==> src/rtl/mem_access_unit_pkg.sv <==
// Shared definitions for the memory access unit.
//   state_t : access FSM states
//   ADDR_W  : default data-memory address width (bits)
//   BYTE_W  : default data-memory word width (bits)
package mem_access_unit_pkg;

  localparam int ADDR_W = 8;
  localparam int BYTE_W = 8;

  typedef enum logic [1:0] {
    IDLE   = 2'd0,
    ACC_LO = 2'd1,
    ACC_HI = 2'd2,
    DONE   = 2'd3
  } state_t;

endpackage

==> src/rtl/mem_access_unit.sv <==
// Load/store sequencer between a datapath and a byte-wide data memory.
// Byte accesses use one memory cycle. Wide (two-byte) accesses use two
// cycles, little-endian: the low byte is at addr and the high byte at addr+1.
//
// state  | meaning
// -------+-------------------------------------------------
// IDLE   | waiting for req_in; request fields latched on accept
// ACC_LO | memory cycle at addr (low byte)
// ACC_HI | memory cycle at addr+1 (high byte, wide only)
// DONE   | one-cycle done_out pulse, rdata_out updated
//
// Ports:
//   CLK, RESET      : clock, synchronous active-high reset
//   req_in          : access request, sampled only in IDLE
//   write_in        : 1 = store, 0 = load
//   wide_in         : 1 = 16-bit access, 0 = 8-bit access
//   addr_in         : base byte address
//   wdata_in        : store data ([7:0] only for byte stores)
//   busy_out        : high whenever not in IDLE
//   done_out        : completion pulse
//   rdata_out       : load result, held until the next load completes
//   mem_addr_out    : data-memory address
//   mem_data_out    : data-memory write data
//   mem_write_out   : data-memory write enable
//   mem_data_in     : data-memory combinational read data
module mem_access_unit
  import mem_access_unit_pkg::*;
#(
  parameter int ADDR_W = mem_access_unit_pkg::ADDR_W,
  parameter int BYTE_W = mem_access_unit_pkg::BYTE_W
) (
  input  logic                CLK,
  input  logic                RESET,
  input  logic                req_in,
  input  logic                write_in,
  input  logic                wide_in,
  input  logic [ADDR_W-1:0]   addr_in,
  input  logic [2*BYTE_W-1:0] wdata_in,
  output logic                busy_out,
  output logic                done_out,
  output logic [2*BYTE_W-1:0] rdata_out,
  output logic [ADDR_W-1:0]   mem_addr_out,
  output logic [BYTE_W-1:0]   mem_data_out,
  output logic                mem_write_out,
  input  logic [BYTE_W-1:0]   mem_data_in
);

  state_t state, state_nxt;

  logic [ADDR_W-1:0]   addr_q;
  logic [2*BYTE_W-1:0] wdata_q;
  logic                write_q;
  logic                wide_q;
  logic [BYTE_W-1:0]   lo_q;
  logic [2*BYTE_W-1:0] rdata_q;

  always_ff @(posedge CLK) begin
    if (RESET) state <= IDLE;
    else       state <= state_nxt;
  end

  // Write enable is gated by RESET so that a reset landing on the closing
  // edge of a memory cycle aborts that write rather than completing it.
  always_comb begin
    state_nxt     = state;
    busy_out      = 1'b1;
    done_out      = 1'b0;
    mem_addr_out  = '0;
    mem_data_out  = '0;
    mem_write_out = 1'b0;
    unique case (state)
      IDLE: begin
        busy_out = 1'b0;
        if (req_in) state_nxt = ACC_LO;
      end
      ACC_LO: begin
        mem_addr_out = addr_q;
        if (write_q) begin
          mem_data_out  = wdata_q[BYTE_W-1:0];
          mem_write_out = ~RESET;
        end
        state_nxt = wide_q ? ACC_HI : DONE;
      end
      ACC_HI: begin
        mem_addr_out = addr_q + 1'b1;
        if (write_q) begin
          mem_data_out  = wdata_q[2*BYTE_W-1:BYTE_W];
          mem_write_out = ~RESET;
        end
        state_nxt = DONE;
      end
      DONE: begin
        done_out  = 1'b1;
        state_nxt = IDLE;
      end
      default: state_nxt = IDLE;
    endcase
  end

  // The low byte of a wide load is parked in lo_q so rdata_out only changes
  // on entry to DONE and holds the previous result while the load runs.
  always_ff @(posedge CLK) begin
    if (RESET) begin
      addr_q  <= '0;
      wdata_q <= '0;
      write_q <= 1'b0;
      wide_q  <= 1'b0;
      lo_q    <= '0;
      rdata_q <= '0;
    end else begin
      if (state == IDLE && req_in) begin
        addr_q  <= addr_in;
        wdata_q <= wdata_in;
        write_q <= write_in;
        wide_q  <= wide_in;
      end
      if (state == ACC_LO && !write_q) begin
        if (wide_q) lo_q    <= mem_data_in;
        else        rdata_q <= {{BYTE_W{1'b0}}, mem_data_in};
      end
      if (state == ACC_HI && !write_q) begin
        rdata_q <= {mem_data_in, lo_q};
      end
    end
  end

  assign rdata_out = rdata_q;

endmodule

==> config.mk <==
export PLATFORM = sky130hd
export DESIGN_NAME = mem_access_unit
export DESIGN_NICKNAME = d
export VERILOG_FILES = /design/src/rtl/mem_access_unit_pkg.sv /design/src/rtl/mem_access_unit.sv
export SDC_FILE = /design/constraint.sdc
export NUM_CORES = 1
export LEC_CHECK = 0
export CELL_PAD_IN_SITES_DETAIL_PLACEMENT = 1
export CELL_PAD_IN_SITES_GLOBAL_PLACEMENT = 1
export CORE_MARGIN = 4
export CORE_UTILIZATION = 33
export DETAILED_ROUTE_END_ITERATION = 8
export PLACE_DENSITY = 0.87
export SLEW_MARGIN = 5
export SYNTH_ARGS = -nofsm -noshare
export SYNTH_HDL_FRONTEND = slang
export SYNTH_SLANG_ARGS = --single-unit
==> constraint.sdc <==
create_clock -name CLK -period 2.3 [get_ports CLK]
set_input_delay 0.69 -clock CLK [delete_from_list [all_inputs] [get_ports CLK]]
set_output_delay 0.69 -clock CLK [all_outputs]
set_load 0.01 [all_outputs]
==> results.yml <==
floorplanning:
  die_area_sq_um: 8580
  io_pins: 72
  die_y_microns: 92.6
  initial_core_util: 0.344
  rows: 30
  die_w_microns: 92.6
  core-area_sq_um: 6870
timing:
  finalCriticalPeriod_ns: 2.39
  period_share: 1.04
  final_max_slew_viol_count: 0
  finalSetupViolations: 6
  rsz0062_at_grt: "yes"
  fin_worst_skew_ns: 0.00968
  worst_slew_pin_slew_ns: 0.559
  hold_viol: 0
  setup_tns_ns: -0.177
  hold_ws_ns: 0.462
  layout_setup_ws_ns: -0.0891
  clock.fmax_mhz: 419
  relSlewSlack: 0.626
clocking:
  clk_path_buf_depth: 2
  path_clk_slew_ns: 0.10
  cts.sinks: 52
  clock-root-buffer: "clkbuf_8"
  cts_hold_buf: 0
  cts_buffers: 5
  clkLatencyLatePin_ns: 0.31
  cts_tree: "built"
  h-tree-depth: 2
yosys:
  yosysMostFrequentCell: "nand2_1"
  syn_inst: 291
  synth_edf_count: 0
  yosysWarnings: 0
  ys_ff_latch: 52
  synth_area_sq_um: 2360
  yosys.area.top_type: "dfxtp_1"
  yosysUniqueCellTypes: 35
  synth.area.top_cells: "dfxtp_1 44%, nand2_1 12%, a21oi_1 6.1%"
  ys_seq_area_frac: 0.441
  syn-num-nets: 334
  synthArstFlopShare: 0
  synth_top_area_share: 0.441
  synth_common_cells: "77 x nand2_1, 52 x dfxtp_1, 33 x nor2_1, 29 x a21oi_1, 17 x a22oi_1"
  syn_area_per_cell_sq_um: 8.12
  synth-main-ff-cell: "dfxtp_1"
outcome:
  failed_checks: "negative setup slack"
  status: "finished with violations"
finish:
  final_area_sq_um: 3570
  areaGrowthSynthToFinish_pct: 51.2
  fillCellCount: 837
  diodes: 0
  layout.nets: 422
  layout-drive-gt1-share: 0.250
pwr:
  pwr-share-seq: 0.320
  p_leak_nw: 1.36
  p_sw_mw: 1.57
  power_frac_comb: 0.519
  vdd_drop_max_mv: 0.432
  internal_power_mw: 2.42
  power_density_nw_per_um2: 1120
  p_sw_frac: 0.394
  clock_power_share: 0.161
hold_path:
  hold_class: "flop to flop"
grt:
  grt_max_degree: 53
  antenna_found_initial: 0
  grt_pass1_wl_mm: 12.1
  grt_pass1_vias: 2528
  grt.overflow.total: 0
  grtUsageTotal: 0.175
critical_path:
  slowest_delay_ns: 0.50
  crit_type: "flop to primary output"
  worst_ep_required_time_ns: 1.61
  critical_path.endpoint_type: "primary output"
  slowest_stage: "or4_1"
  cp-start-kind: "flop"
  cp_max_fo: 4
  worstPathArrival_ns: 1.70
  crit_chain: "inv_2, ha_4, inv_4, or4_1, a21boi_1, buf_2"
detailed_routing:
  drt_wl_total_mm: 7.61
  detail-route-antenna-nets: 0
  drt_iter0_drc: 115
  dr.pass1.iters: 4
  wire_per_inst_microns: 16.0
  post_drt_via_cell_ratio: 5.01
  vias: 2385
  drc: 0
placed_design:
  dpl.hpwl_mm: 5.10
  gp_congestion: 0.830
  place_area_sq_um: 3260
  portBuffers: 71
run:
  maxCapViolations: 0
-- final cells by class --
class / instances / area, sq um / area share
Sequential cell: 52 / 1060 / 0.296
Clock buffer: 5 / 68.8 / 0.0193
Multi-Input combinational cell: 215 / 1370 / 0.384
Tap cell: 96 / 120 / 0.0336
Clock inverter: 3 / 46.3 / 0.0130
Inverter: 4 / 17.5 / 0.00491
Timing Repair Buffer: 101 / 891 / 0.249
-- power groups by stage --
| stage | clock network, mW | logic (mW) | registers (mW) |
|---|---|---|---|
| 2_1_floorplan | 0 | 0.998 | 1.29 |
| 3_3_place_gp | 0 | 1.68 | 1.24 |
| 3_5_place_dp | 0 | 1.74 | 1.26 |
| 4_1_cts | 0.660 | 1.93 | 1.26 |
| 5_1_grt | 0.694 | 2.26 | 1.30 |
| 6_report | 0.643 | 2.07 | 1.28 |
-- repair_timing --
| action | in CTS | in global routing |
|---|---|---|
| gates resized for setup | 102 | 29 |
| hold endpoints to repair | 0 | 0 |
| pin swaps | 8 | 13 |
| gates cloned | 0 | 1 |
| buffers inserted | 3 | 2 |
| endpoints found under the setup margin | 18 | 16 |
-- metrics by stage --
step                total power [mW]  worst slack (ns)  instances  utilization
CTS                             3.85            -0.112        473        0.503
global placement                2.92            -0.199        462        0.474
floorplan                       2.29            0.0862        291            -
global route                    4.26            -0.143        476        0.520
detailed placement              2.99            -0.277        462        0.474
finish                          3.99           -0.0891        476        0.520
-- placed cells by master (no fill, tap or decap), types with 3 or more instances in the layout --
cell              n
a22oi_2           8
clkbuf_8          5
buf_4            26
nor2_2            5
a21boi_1          3
ha_4              4
dfxtp_2           3
buf_6             5
dfxtp_4           3
o21ai_0           3
clkdlybuf4s50_1  52
a21oi_1          29
a22oi_1           9
mux2i_1           9
nor2_1           26
buf_2            14
nor2_4            5
dfxtp_1          46
nand2_1          76
a311oi_1          6
nand3b_1          3
-- logic make-up (layout without fill, tap and decap cells) --
logic type,after synthesis,in the layout,synth area share
and+or+nand+nor,127,128,0.227
DFF,52,52,0.441
buffers and inverters,25,113,0.0567
AOI/OAI and AO/OA,72,72,0.206
adders and majority gates,6,6,0.0318
muxes,9,9,0.0381
-- path summary, 6_finish.rpt --
kind,slack [ns],start,cells past startpoint,endpoint
worst min-delay path,0.46,wdata_q[5],2,wdata_q[5]
worst max register to register,0.53,state[1],8,rdata_out[2]
worst max-delay path,-0.09,state[0],6,mem_addr_out[7]
worst min register to register,0.46,wdata_q[5],2,wdata_q[5]
-- flip-flops by register name, indices dropped and copies added, names as in the netlist --
| register | count |
|---|---|
| lo_q | 8 |
| rdata_out | 16 |
| addr_q | 8 |
| state | 2 |
| wide_q | 1 |
| write_q | 1 |
| wdata_q | 16 |
-- critical path: cells and delay by family (launching register included) --
kind,cells,cell delay [ns]
flip-flops,1,0.34
AO/OA/AOI/OAI,1,0.13
AND/OR/NAND/NOR,1,0.50
buffers and inverters,3,0.26
adder cells (fa/ha/maj),1,0.16
-- routing by layer --
metal / routed length (microns) / GRT usage / vias to the layer above / part of all wire
met4: 101 / 0.0594 / 0 / 0.013
met1: 3260 / 0.213 / 1161 / 0.43
met5: 0 / 0 / - / 0
met3: 283 / 0.0301 / 9 / 0.037
li1: - / - / 1167 / -
met2: 3960 / 0.311 / 48 / 0.52
Note: power is estimated with default switching activity, not from simulation.
